<file path="src/rtl/vec_stage_skid_pkg.sv">
// Shared types for the vector decode/execute stage register with skid buffer.
// Widths are fixed here; every file of the stage imports this package.
package vec_pipe_pkg;

  localparam int N      = 18;
  localparam int LANES  = 3;
  localparam int RA_W   = 4;
  localparam int ALUC_W = 4;

  typedef logic [LANES-1:0][N-1:0] lane_vec_t;

  typedef struct packed {
    logic              RegWrite;
    logic              MemtoReg;
    logic              MemWrite;
    logic              ALUSrc;
    logic [ALUC_W-1:0] ALUControl;
    logic [RA_W-1:0]   WA3;
  } exec_ctrl_t;

  typedef struct packed {
    lane_vec_t       rd1;
    lane_vec_t       rd2;
    lane_vec_t       extend;
    logic [RA_W-1:0] ra1;
    logic [RA_W-1:0] ra2;
    exec_ctrl_t      ctrl;
  } stage_payload_t;

  // Encoding is {main_valid, skid_valid}; 2'b01 never occurs.
  typedef enum logic [1:0] {
    ST_EMPTY = 2'b00,
    ST_ONE   = 2'b10,
    ST_FULL  = 2'b11
  } skid_state_t;

endpackage

</file>
<file path="src/rtl/vec_stage_skid_if.sv">
// Valid/ready bundle bus carrying vector operands, addresses and exec control.
interface vec_stage_skid_if;
  import vec_pipe_pkg::*;

  logic              valid;
  logic              ready;
  lane_vec_t         rd1;
  lane_vec_t         rd2;
  lane_vec_t         extend;
  logic [RA_W-1:0]   ra1;
  logic [RA_W-1:0]   ra2;
  logic [RA_W-1:0]   WA3;
  logic              RegWrite;
  logic              MemtoReg;
  logic              MemWrite;
  logic              ALUSrc;
  logic [ALUC_W-1:0] ALUControl;

  modport master (
    output valid, rd1, rd2, extend, ra1, ra2, WA3,
           RegWrite, MemtoReg, MemWrite, ALUSrc, ALUControl,
    input  ready
  );

  modport slave (
    input  valid, rd1, rd2, extend, ra1, ra2, WA3,
           RegWrite, MemtoReg, MemWrite, ALUSrc, ALUControl,
    output ready
  );

endinterface

</file>
<file path="src/rtl/vec_stage_skid_payload_reg.sv">
// One stage_payload_t holding register with synchronous clear and load enable.
module stage_payload_reg
  import vec_pipe_pkg::*;
(
  input  logic           clk,
  input  logic           reset,
  input  logic           load,
  input  stage_payload_t d,
  output stage_payload_t q
);

  always_ff @(posedge clk) begin
    if (reset)
      q <= '0;
    else if (load)
      q <= d;
  end

endmodule

</file>
<file path="src/rtl/vec_stage_skid.sv">
// Decode/execute stage register with a two-entry skid buffer and flush.
//   state    | meaning
//   ST_EMPTY | nothing held
//   ST_ONE   | main entry holds the bundle being presented downstream
//   ST_FULL  | main presented, skid holds the next (younger) bundle
module vec_stage_skid
  import vec_pipe_pkg::*;
(
  input  logic             clk,
  input  logic             reset,
  input  logic             flush,
  vec_stage_skid_if.slave  up,
  vec_stage_skid_if.master dn,
  output logic [1:0]       occ
);

  skid_state_t    state, state_nxt;
  logic           in_ready, out_valid, accept, pop;
  logic           load_main, load_skid, main_from_skid;
  stage_payload_t in_pl, main_d, main_q, skid_q;

  always_ff @(posedge clk) begin
    if (reset)
      state <= ST_EMPTY;
    else
      state <= state_nxt;
  end

  always_comb begin
    state_nxt = state;
    if (flush) begin
      state_nxt = ST_EMPTY;
    end else begin
      case (state)
        ST_EMPTY: if (accept)          state_nxt = ST_ONE;
        ST_ONE:   if (accept && !pop)  state_nxt = ST_FULL;
                  else if (!accept && pop) state_nxt = ST_EMPTY;
        ST_FULL:  if (pop)             state_nxt = ST_ONE;
        default:                       state_nxt = ST_EMPTY;
      endcase
    end
  end

  // in_ready looks only at registered state and flush, never at dn.ready.
  always_comb begin
    in_ready       = (state != ST_FULL) && !flush;
    out_valid      = (state != ST_EMPTY);
    accept         = up.valid && in_ready;
    pop            = out_valid && dn.ready;
    main_from_skid = (state == ST_FULL);
    load_main      = 1'b0;
    load_skid      = 1'b0;
    occ            = 2'd0;
    case (state)
      ST_EMPTY: load_main = accept;
      ST_ONE: begin
        load_main = accept && pop;
        load_skid = accept && !pop;
        occ       = 2'd1;
      end
      ST_FULL: begin
        load_main = pop && !flush;
        occ       = 2'd2;
      end
      default: ;
    endcase
  end

  always_comb begin
    in_pl                 = '0;
    in_pl.rd1             = up.rd1;
    in_pl.rd2             = up.rd2;
    in_pl.extend          = up.extend;
    in_pl.ra1             = up.ra1;
    in_pl.ra2             = up.ra2;
    in_pl.ctrl.WA3        = up.WA3;
    in_pl.ctrl.RegWrite   = up.RegWrite;
    in_pl.ctrl.MemtoReg   = up.MemtoReg;
    in_pl.ctrl.MemWrite   = up.MemWrite;
    in_pl.ctrl.ALUSrc     = up.ALUSrc;
    in_pl.ctrl.ALUControl = up.ALUControl;
  end

  assign main_d = main_from_skid ? skid_q : in_pl;

  stage_payload_reg u_main (
    .clk   (clk),
    .reset (reset),
    .load  (load_main),
    .d     (main_d),
    .q     (main_q)
  );

  stage_payload_reg u_skid (
    .clk   (clk),
    .reset (reset),
    .load  (load_skid),
    .d     (in_pl),
    .q     (skid_q)
  );

  assign up.ready      = in_ready;
  assign dn.valid      = out_valid;
  assign dn.rd1        = main_q.rd1;
  assign dn.rd2        = main_q.rd2;
  assign dn.extend     = main_q.extend;
  assign dn.ra1        = main_q.ra1;
  assign dn.ra2        = main_q.ra2;
  assign dn.WA3        = main_q.ctrl.WA3;
  assign dn.MemtoReg   = main_q.ctrl.MemtoReg;
  assign dn.ALUSrc     = main_q.ctrl.ALUSrc;
  assign dn.ALUControl = main_q.ctrl.ALUControl;
  // Architectural write enables must never fire from a stale or flushed slot.
  assign dn.RegWrite   = main_q.ctrl.RegWrite & out_valid;
  assign dn.MemWrite   = main_q.ctrl.MemWrite & out_valid;

endmodule

</file>
<file path="src/flat_wrapper.sv">
// flat-port wrapper written by rule: the top's interface ports become plain ports
module vec_stage_skid_flat import vec_pipe_pkg::*;
  (clk, reset, flush, occ, up_valid, up_rd1, up_rd2, up_extend, up_ra1, up_ra2, up_WA3, up_RegWrite, up_MemtoReg, up_MemWrite, up_ALUSrc, up_ALUControl, up_ready, dn_valid, dn_rd1, dn_rd2, dn_extend, dn_ra1, dn_ra2, dn_WA3, dn_RegWrite, dn_MemtoReg, dn_MemWrite, dn_ALUSrc, dn_ALUControl, dn_ready);
  vec_stage_skid_if up_i ();
  vec_stage_skid_if dn_i ();
  input  logic clk;
  input  logic reset;
  input  logic flush;
  output logic [1:0] occ;
  input wire logic [$bits(up_i.valid)-1:0] up_valid;
  input wire logic [$bits(up_i.rd1)-1:0] up_rd1;
  input wire logic [$bits(up_i.rd2)-1:0] up_rd2;
  input wire logic [$bits(up_i.extend)-1:0] up_extend;
  input wire logic [$bits(up_i.ra1)-1:0] up_ra1;
  input wire logic [$bits(up_i.ra2)-1:0] up_ra2;
  input wire logic [$bits(up_i.WA3)-1:0] up_WA3;
  input wire logic [$bits(up_i.RegWrite)-1:0] up_RegWrite;
  input wire logic [$bits(up_i.MemtoReg)-1:0] up_MemtoReg;
  input wire logic [$bits(up_i.MemWrite)-1:0] up_MemWrite;
  input wire logic [$bits(up_i.ALUSrc)-1:0] up_ALUSrc;
  input wire logic [$bits(up_i.ALUControl)-1:0] up_ALUControl;
  output wire logic [$bits(up_i.ready)-1:0] up_ready;
  output wire logic [$bits(dn_i.valid)-1:0] dn_valid;
  output wire logic [$bits(dn_i.rd1)-1:0] dn_rd1;
  output wire logic [$bits(dn_i.rd2)-1:0] dn_rd2;
  output wire logic [$bits(dn_i.extend)-1:0] dn_extend;
  output wire logic [$bits(dn_i.ra1)-1:0] dn_ra1;
  output wire logic [$bits(dn_i.ra2)-1:0] dn_ra2;
  output wire logic [$bits(dn_i.WA3)-1:0] dn_WA3;
  output wire logic [$bits(dn_i.RegWrite)-1:0] dn_RegWrite;
  output wire logic [$bits(dn_i.MemtoReg)-1:0] dn_MemtoReg;
  output wire logic [$bits(dn_i.MemWrite)-1:0] dn_MemWrite;
  output wire logic [$bits(dn_i.ALUSrc)-1:0] dn_ALUSrc;
  output wire logic [$bits(dn_i.ALUControl)-1:0] dn_ALUControl;
  input wire logic [$bits(dn_i.ready)-1:0] dn_ready;
  assign up_i.valid = up_valid;
  assign up_i.rd1 = up_rd1;
  assign up_i.rd2 = up_rd2;
  assign up_i.extend = up_extend;
  assign up_i.ra1 = up_ra1;
  assign up_i.ra2 = up_ra2;
  assign up_i.WA3 = up_WA3;
  assign up_i.RegWrite = up_RegWrite;
  assign up_i.MemtoReg = up_MemtoReg;
  assign up_i.MemWrite = up_MemWrite;
  assign up_i.ALUSrc = up_ALUSrc;
  assign up_i.ALUControl = up_ALUControl;
  assign up_ready = up_i.ready;
  assign dn_valid = dn_i.valid;
  assign dn_rd1 = dn_i.rd1;
  assign dn_rd2 = dn_i.rd2;
  assign dn_extend = dn_i.extend;
  assign dn_ra1 = dn_i.ra1;
  assign dn_ra2 = dn_i.ra2;
  assign dn_WA3 = dn_i.WA3;
  assign dn_RegWrite = dn_i.RegWrite;
  assign dn_MemtoReg = dn_i.MemtoReg;
  assign dn_MemWrite = dn_i.MemWrite;
  assign dn_ALUSrc = dn_i.ALUSrc;
  assign dn_ALUControl = dn_i.ALUControl;
  assign dn_i.ready = dn_ready;
  vec_stage_skid u_core (.clk(clk), .reset(reset), .flush(flush), .up(up_i), .dn(dn_i), .occ(occ));
endmodule
</file>
<file path="config.mk">
export PLATFORM = sky130hd
export DESIGN_NAME = vec_stage_skid_flat
export DESIGN_NICKNAME = d
export VERILOG_FILES = /design/src/rtl/vec_stage_skid_pkg.sv /design/src/rtl/vec_stage_skid_if.sv /design/src/rtl/vec_stage_skid_payload_reg.sv /design/src/rtl/vec_stage_skid.sv /design/src/flat_wrapper.sv
export SDC_FILE = /design/constraint.sdc
export NUM_CORES = 1
export LEC_CHECK = 0
export BUFFER_PORTS_ARGS = -buffer_cell sky130_fd_sc_hd__buf_4
export CAP_MARGIN = 20
export CORE_ASPECT_RATIO = 0.6
export CORE_MARGIN = 5
export CORE_UTILIZATION = 30
export CTS_BUF_LIST = sky130_fd_sc_hd__clkbuf_8
export DETAILED_ROUTE_END_ITERATION = 10
export SLEW_MARGIN = 0
export SYNTH_ARGS = -nofsm -noshare
export SYNTH_HDL_FRONTEND = slang
export SYNTH_SLANG_ARGS = --single-unit
</file>
<file path="constraint.sdc">
create_clock -name clk -period 3.29 [get_ports clk]
set_input_delay 0.4935 -clock clk [delete_from_list [all_inputs] [get_ports clk]]
set_output_delay 0.4935 -clock clk [all_outputs]
set_load 0.03 [all_outputs]
</file>
== Yosys cells after proc, flatten, opt, wreduce, memory -nomap -nowiden ==
Cells that the tools add are included.

* Register bits: 366
* Logic and storage cells: 66
* Bits of input ports: 187
* Output and inout port bits: 186

* Bitwise logic cells: 2
* Muxes and demuxes: 9
* Eq/ne operators: 6
* Reductions and logical operators: 14

{| class="wikitable"
|+ Operator list
! kind !! count
|-
| $mux W182 || 1
|-
| $mux W2 || 4
|-
| $logic_and A1 B1 Y1 || 7
|-
| $pmux W2 S3 || 1
|-
| $eq A2 B2 Y1 const B || 2
|-
| $ne A2 B1 Y1 const B || 2
|-
| $pmux W2 S2 || 1
|-
| $logic_not A1 Y1 || 3
|-
| $ne A3 B1 Y1 const B || 1
|-
| $pmux W1 S3 || 1
|-
| $reduce_and A3 Y1 || 1
|-
| $and A1 B1 Y1 || 2
|-
| $logic_not A2 Y1 || 1
|-
| $ne A2 B2 Y1 const B || 1
|-
| $reduce_bool A2 Y1 || 1
|-
| $reduce_or A2 Y1 || 1
|-
| $mux W1 || 1
|}

== Logic depth before layout (Yosys ltp) ==
Gate-level depths: netlist (run 1).

* Word-level depth: 8
* Mapped depth: 8
* Depth with buffers taken out: 6

== Cells and area by module ==
From an unflattened synthesis (run 1), not the netlist that was laid out.

* Cell total of the unflattened synthesis: 1406
* Area, all modules: 15279.7 µm²

{| class="wikitable"
|+ Modules (own cells, without submodules)
! module !! seq. area each (µm²) !! instances !! cells each !! area each (µm²)
|-
| stage_payload_reg || 3643.5 || 2 || 586 || 6443.7
|-
| vec_stage_skid || 40.0 || 1 || 234 || 2392.3
|}

== Worst setup path before layout (run 1) ==
OpenSTA, ideal clock, no wires.

* Path type: register to output
* From: register u_core.state[0]
* To: output port up_ready
* Slack: 1.149 ns
* Required time: 2.796 ns
* Cell stages (with the launch flop): 6
* Path buffers: 3
* Arrival time: 1.647 ns
* Cell sequence: dfxtp_1 > ha_1 > buf_2 > buf_2 > buf_2 > nor2_1

* Cells in the longest elaborated chain, start to end: 2

{| class="wikitable"
|+ Ends and longest elaborated chain
! element !! line !! RTL
|-
| from (decl) || vec_stage_skid.sv:17 || <nowiki>skid_state_t state, state_nxt;</nowiki>
|-
| from (signal assigned) || vec_stage_skid.sv:26 || <nowiki>state <= state_nxt;</nowiki>
|-
| $ne A2 B2 Y1 || vec_stage_skid.sv:46 || <nowiki>in_ready = (state != ST_FULL) && !flush;</nowiki>
|-
| $logic_and A1 B1 Y1 || vec_stage_skid.sv:46 ||
|-
| to (decl) || flat_wrapper.sv:22 || <nowiki>output wire logic [$bits(up_i.ready)-1:0] up_ready;</nowiki>
|}

No other way between the ends.

== Worst setup path after layout (run 1) ==
* From: register u_core.state[0]
* To: output port occ[1]

* Cells in the longest elaborated chain, start to end: 2
* Elaborated cells between the ends (all ways): 3
* Those cells by class: 2 x eq/ne; 1 x mux

{| class="wikitable"
|+ Ends and longest elaborated chain
! element !! line !! RTL
|-
| $eq A2 B2 Y1 || vec_stage_skid.sv:54 || <nowiki>case (state)</nowiki>
|-
| $pmux W2 S2 (*) || vec_stage_skid.sv:54 ||
|-
| to (decl) || flat_wrapper.sv:9 || <nowiki>output logic [1:0] occ;</nowiki>
|}

Mark *: on every way between the ends. The rest lies on a longest branch, timed or not.

==> flow_metrics.tcl, run 1 <==
set metrics [dict create \
    buffer_ports.inserted 372 \
    dr.first_iter.drc_count 853 \
    clkTransAtPathRegs_ns 0.07 \
    core_area_um2 53800 \
    initial_core_util 0.302 \
    whs_endpoint "u_core.u_skid.q[148]" \
    fin_tns_setup_ns 0 \
    holdCritStartpoint "up_rd1[20]" \
    dp.cells 2597 \
    endpoint_kind "output pin" \
    hold_path_depth 3 \
    drt-pass1-iter-count 5 \
    avgViaCountPerCell 4.86 \
    layout_common_cells "buf_4, dfxtp_1, nand2_1, a21oi_1, mux2i_1" \
    slew_viol_final 0 \
    synth_top_area_frac 0.451 \
    power.share.combinational 0.143 \
    top_level_port_count 373 \
    globalRouteTotalUtil 0.158 \
    area.growth.synth_to_final_pct 19.7 \
    postcts_resize_cnt 0 \
    highest-signal-layer "met5" \
    antenna_found_initial 5 \
    r2r_setup_slk_ns 0.51 \
    detail_route.wl_per_cell_um 18.3 \
    die_height_um 190 \
    synth.net_count 2019 \
    placed_area_um2 18100 \
    postLayoutCellArea_um2 19400 \
    max_slew.worst_pin.slew_ns 1.19 \
    yosysWarnings 0 \
    critical_path.reg2reg.endpoint "u_core.u_main.q[53]" \
    drt-met1-wl_mm 22.9 \
    ys_types 26 \
    synth.yosys.seq_area_share 0.451 \
    numClockSinks 366 \
    tritoncts "done" \
    r2r_startpoint "u_core.state[0]" \
    worst-setup-path-type "register to output pin" \
    crit_path_arrival_time_ns 2.55 \
    yosys-top-cells-area "dfxtp_1, mux2i_1, a21oi_1" \
    static-leakage-power_nw 6.95 \
    run_status "completed" \
    post_route_cells_drive_above_1_share 0.262 \
    gp_congestion 0.783 \
    syn-mean-instance-area_um2 8.88 \
    met2_wirelength_mm 22.3 \
    remaining_overflow_grt 0 \
    wire_length_of_the_first_global_routing_pass_mm 75.5 \
    min_period_over_period 0.925 \
    final_hold_viol_count 0 \
    reg2regPathDepth 6 \
    dieWidth_um 310 \
    htree_levels 2 \
    ctsLongestPathBuffers 3 \
    synth_area_leader_cell "dfxtp_1" \
    pwr-share-clk 0.406 \
    holdBufCountCts 0 \
    relSlewSlack 0.208 \
    post_synth_inst_count 1828 \
    syn-cell-area_um2 16200 \
    timing.fmax_mhz 329 \
    final_common_cell "buf_4" \
    clock_period_minus_final_worst_setup_slack_ns 3.04 \
    grt_pass1_vias 12700 \
    ir_worst_vdd_uv 243 \
    grt_setup_unrepaired "no" \
    die_area_um2 59000 \
    switching_share_of_power 0.278 \
    worst_skew_pair.late_latency_ns 0.62 \
    worst_setup_path_start_kind "register" \
    cp.required_ns 2.80 \
    instances_no_fill 2707 \
    tritoncts.num_buffers 60 \
    routed-wl-met3_mm 2.74 \
    net-switching-power_mw 2.92 \
    hold_path.class "primary input to register" \
    design.final.nets 2136 \
    postRouteAntennaNets 0 \
    timing.hold.ws_ns 0.131 \
    p_int_mw 7.58 \
    drcViolationCount 0 \
    final_number_of_setup_violating_endpoints 0 \
    share_seq_of_total_power 0.451 \
    power.density_cell_area_nw_per_um2 540 \
    cts-root-buf "clkbuf_8" \
    drt-total-wl_mm 49.5 \
    cp_max_fo 33 \
    num_vias 13200 \
    number_of_setup_buffers_added_after_cts 0 \
    maxCapViolCount 0 \
    hpwlAfterDp_mm 31.5 \
    p_total_mw 10.5 \
    rows 66 \
    grt_start_max_net_pins 183 \
    final.setup_skew_ns 0.0423 \
    synth-seq-cells 366 \
]
[cells by family (layout without fill, tap and decap cells)]
kind of cell | after synthesis | count (layout) | share of synthesized area
adders and majority gates | 4 | 4 | 0.00308
and+or+nand+nor | 378 | 378 | 0.0894
other | 0 | 1 | 0
AOI/OAI and AO/OA | 552 | 552 | 0.209
muxes | 183 | 183 | 0.113
DFF | 366 | 366 | 0.451
buffers and inverters | 345 | 509 | 0.134
[state kept, by name (all words and copies together), names as in the netlist]
signal	flops
u_core.u_skid.q	182
u_core.state	2
u_core.u_main.q	182
[power groups by stage]
stage	Clock (mW)	Combinational [mW]	Sequential, mW
final	4.26	1.50	4.74
after floorplan	0	1.10	4.80
after global placement	0	1.49	4.83
after detailed placement	0	1.51	4.83
after CTS	4.41	1.51	4.74
after global routing	4.62	1.60	4.76
[layout make-up]
| cell class | instances | area [µm²] |
|---|---|---|
| Antenna cell | 1 | 2.50 |
| Tap cell | 714 | 893 |
| Clock inverter | 26 | 159 |
| Timing Repair Buffer | 395 | 3120 |
| Inverter | 5 | 18.8 |
| Fill cell | 5488 | 34400 |
| Multi-Input combinational cell | 1117 | 6770 |
| Sequential cell | 366 | 7330 |
| Clock buffer | 83 | 1140 |
[how the worst max path moves through the flow]
stage / start / end / slack, ns / cells past startpoint
6_report: u_core.state[0] / occ[1] / 0.25 / 3
5_1_grt: u_core.state[0] / occ[1] / 0.1 / 3
4_1_cts: u_core.state[0] / occ[1] / 0.15 / 3
3_5_place_dp: u_core.state[0] / u_core.u_main.q[53] / 0.62 / 6
3_3_place_gp: u_core.state[0] / u_core.u_main.q[100] / 0.66 / 6
2_1_floorplan: u_core.state[0] / up_ready / 1.15 / 5
[per-stage QoR]
step                 util  worst slack, ns
floorplan               -             1.15
global placement    0.337            0.658
detailed placement  0.337            0.620
CTS                 0.361            0.148
global route        0.361           0.0996
finish              0.361            0.247
[cell usage after synthesis, drive strengths merged]
library cell and number:
a211oi 182, a21oi 365, a31o 1, a32o 1
and2 1, and2b 1, and4bb 1, buf 268
clkbuf 72, dfxtp 366, ha 4, inv 5
mux2i 183, nand2 365, nand2b 1, nand3b 1
nor2 3, nor2b 4, nor3 1, o2111a 1
o22ai 1, o31ai 1
[critical path, stage by stage, from the launching register on]
cell and delay (ns):
dfxtp_1 0.44, ha_4 0.57, buf_4 0.62, buf_4 0.27
[per-layer routing]
| layer | vias up | global-route usage |
|---|---|---|
| li1 | 6399 | - |
| met1 | 6327 | 0.222 |
| met2 | 319 | 0.242 |
| met3 | 108 | 0.0368 |
| met4 | 8 | 0.0513 |
| met5 | - | 0 |
No activity file was read; power rests on OpenSTA's default activity.
==> run 2: changes to the inputs <==
--- a/config.mk
+++ b/config.mk
@@ -10,7 +10,6 @@
 export CORE_ASPECT_RATIO = 0.6
 export CORE_MARGIN = 5
 export CORE_UTILIZATION = 30
-export CTS_BUF_LIST = sky130_fd_sc_hd__clkbuf_8
 export DETAILED_ROUTE_END_ITERATION = 10
 export SLEW_MARGIN = 0
 export SYNTH_ARGS = -nofsm -noshare
==> run 2 against run 1 <==
Compared with the run above:
- sequential share of layout area is essentially flat
- fmax grew 3.0%
- clock skew down 0.029 ns
- clock power increased by 5.2%
- cell area hardly changed
- setup slack improved by 0.088 ns
- global-route usage hardly changed
- critical path depth unchanged
- critical endpoint unchanged
==> flow_metrics.tcl, run 2 (same netlist as run 1, synthesis figures left out) <==
set metrics [dict create \
    register_area_um2 7330 \
    htree_levels 2 \
    multiInputGateArea_um2 6770 \
    r2r_startpoint "u_core.state[0]" \
    crit_path_cell_trace "ha_4 -> buf_4 -> buf_4" \
    drt-total-wl_mm 49.3 \
    reg2regPathDepth 6 \
    top_level_port_count 373 \
    min_period_over_period 0.898 \
    grt_setup_unrepaired "no" \
    remaining_overflow_grt 0 \
    cp.required_ns 2.80 \
    cp_max_fo 33 \
    antenna_found_initial 5 \
    power.density_cell_area_nw_per_um2 552 \
    worst_skew_pair.late_latency_ns 0.53 \
    die_area_um2 59000 \
    holdCritStartpoint "up_rd1[30]" \
    critical_path.most_common_cell "buf_4" \
    crit_path_arrival_time_ns 2.46 \
    grt_start_max_net_pins 183 \
    final_common_cell "buf_4" \
    core_area_um2 53800 \
    fillCellCount 5468 \
    holdBufCountCts 0 \
    routed-wl-met3_mm 2.52 \
    instances_no_fill 2665 \
    hold_path.class "primary input to register" \
    met2_wirelength_mm 22.3 \
    postRouteAntennaNets 0 \
    drcViolationCount 0 \
    final_number_of_setup_violating_endpoints 0 \
    slew_viol_final 0 \
    avgViaCountPerCell 4.88 \
    dr.first_iter.drc_count 938 \
    maxCapViolCount 0 \
    hold_path_depth 3 \
    design.final.nets 2115 \
    buffer_ports.inserted 372 \
    ctsLongestPathBuffers 3 \
    post_route_cells_drive_above_1_share 0.251 \
    layout_common_cells "buf_4, dfxtp_1, nand2_1, a21oi_1, mux2i_1" \
    final_hold_viol_count 0 \
    power.share.combinational 0.140 \
    r2r_setup_slk_ns 0.51 \
    numClockSinks 366 \
    clkTransAtPathRegs_ns 0.06 \
    cpPeakStageDelay_ns 0.62 \
    rows 66 \
    tritoncts "done" \
    postcts_resize_cnt 0 \
    wire_length_of_the_first_global_routing_pass_mm 75.1 \
    dp.cells 2597 \
    hpwlAfterDp_mm 31.5 \
    die_height_um 190 \
    max_slew.worst_pin.slew_ns 1.23 \
    worst-setup-path-type "register to output pin" \
    dieWidth_um 310 \
    share_seq_of_total_power 0.442 \
    p_int_mw 7.85 \
    num_vias 13000 \
    pwr-share-clk 0.418 \
    timing.fmax_mhz 338 \
    tritoncts.num_buffers 39 \
    worst_setup_path_start_kind "register" \
    critical_path.reg2reg.endpoint "u_core.u_main.q[33]" \
    run_status "completed" \
    net-switching-power_mw 2.87 \
    endpoint_kind "output pin" \
    fin_tns_setup_ns 0 \
    globalRouteTotalUtil 0.158 \
    ir_worst_vdd_uv 254 \
    cts-root-buf "clkbuf_16" \
    detail_route.wl_per_cell_um 18.5 \
    slowest_stage_cell_cp "buf_4" \
    static-leakage-power_nw 6.83 \
    area.growth.synth_to_final_pct 19.6 \
    initial_core_util 0.302 \
    grt_pass1_vias 12500 \
    highest-signal-layer "met5" \
    drt-met1-wl_mm 23.0 \
    final.setup_skew_ns 0.0136 \
    reg.largest.list "u_core.u_main.q x182, u_core.u_skid.q x182, u_core.state x2" \
    whs_endpoint "u_core.u_skid.q[158]" \
    relSlewSlack 0.179 \
    clock_period_minus_final_worst_setup_slack_ns 2.96 \
    number_of_setup_buffers_added_after_cts 0 \
    gp_congestion 0.783 \
    drt-pass1-iter-count 5 \
    switching_share_of_power 0.268 \
]
-- run 2: changes by cell type in the layout (fill, tap and decap cells not counted) --
cell,change
inv_6,+1
clkbuf_8,-77
clkbuf_16,+41
clkinvlp_4,+2
bufinv_16,+1
inv_1,-19
clkbuf_1,+9
-- run 2: area by class of cell --
class                   instances  share of cell area
clock inverters                11             0.00728
inverters                       5            0.000967
diodes                          1            0.000129
clock buffers                  56              0.0588
multi-input cells            1117               0.349
well taps                     714              0.0460
flip-flops and latches        366               0.377
repair buffers                395               0.161
-- run 2: power by group through the flow --
stage               clock, mW  combinational (mW)  sequential (mW)
floorplan                   0                1.10             4.80
global placement            0                1.49             4.83
detailed placement          0                1.51             4.83
CTS                      4.65                1.51             4.74
global route             4.84                1.60             4.76
finish                   4.48                1.50             4.74
-- run 2: worst max path at each step --
stage,startpoint,endpoint,slack [ns],depth (start not counted)
after global routing,u_core.state[0],occ[1],0.21,3
after CTS,u_core.state[0],occ[1],0.26,3
after global placement,u_core.state[0],u_core.u_main.q[100],0.66,6
final,u_core.state[0],occ[1],0.33,3
after detailed placement,u_core.state[0],u_core.u_main.q[53],0.62,6
after floorplan,u_core.state[0],up_ready,1.15,5
-- run 2: metal layers --
layer  vias up  global-route usage
met1      6278               0.221
li1       6356                   -
met5         -                   0
met3        97              0.0357
met2       273               0.244
met4         8              0.0478
-- run 2: worst max-delay path, delay by kind of cell, from the launching register on --
kind / cells / cell delay, ns
buf+inv: 2 / 0.89
flops: 1 / 0.44
fa+ha+maj: 1 / 0.57
-- run 2: through the flow --
step	utilization	setup slack, ns	hold WS [ns]	cell area, µm²	total power [mW]
final	0.361	0.335	0.210	19400	10.7
after global routing	0.361	0.212	0.179	19400	11.2
after CTS	0.361	0.260	0.172	19400	10.9
after detailed placement	0.337	0.620	0.446	18100	6.34
after global placement	0.337	0.658	0.441	18100	6.32
after floorplan	-	1.15	0.436	16200	5.90
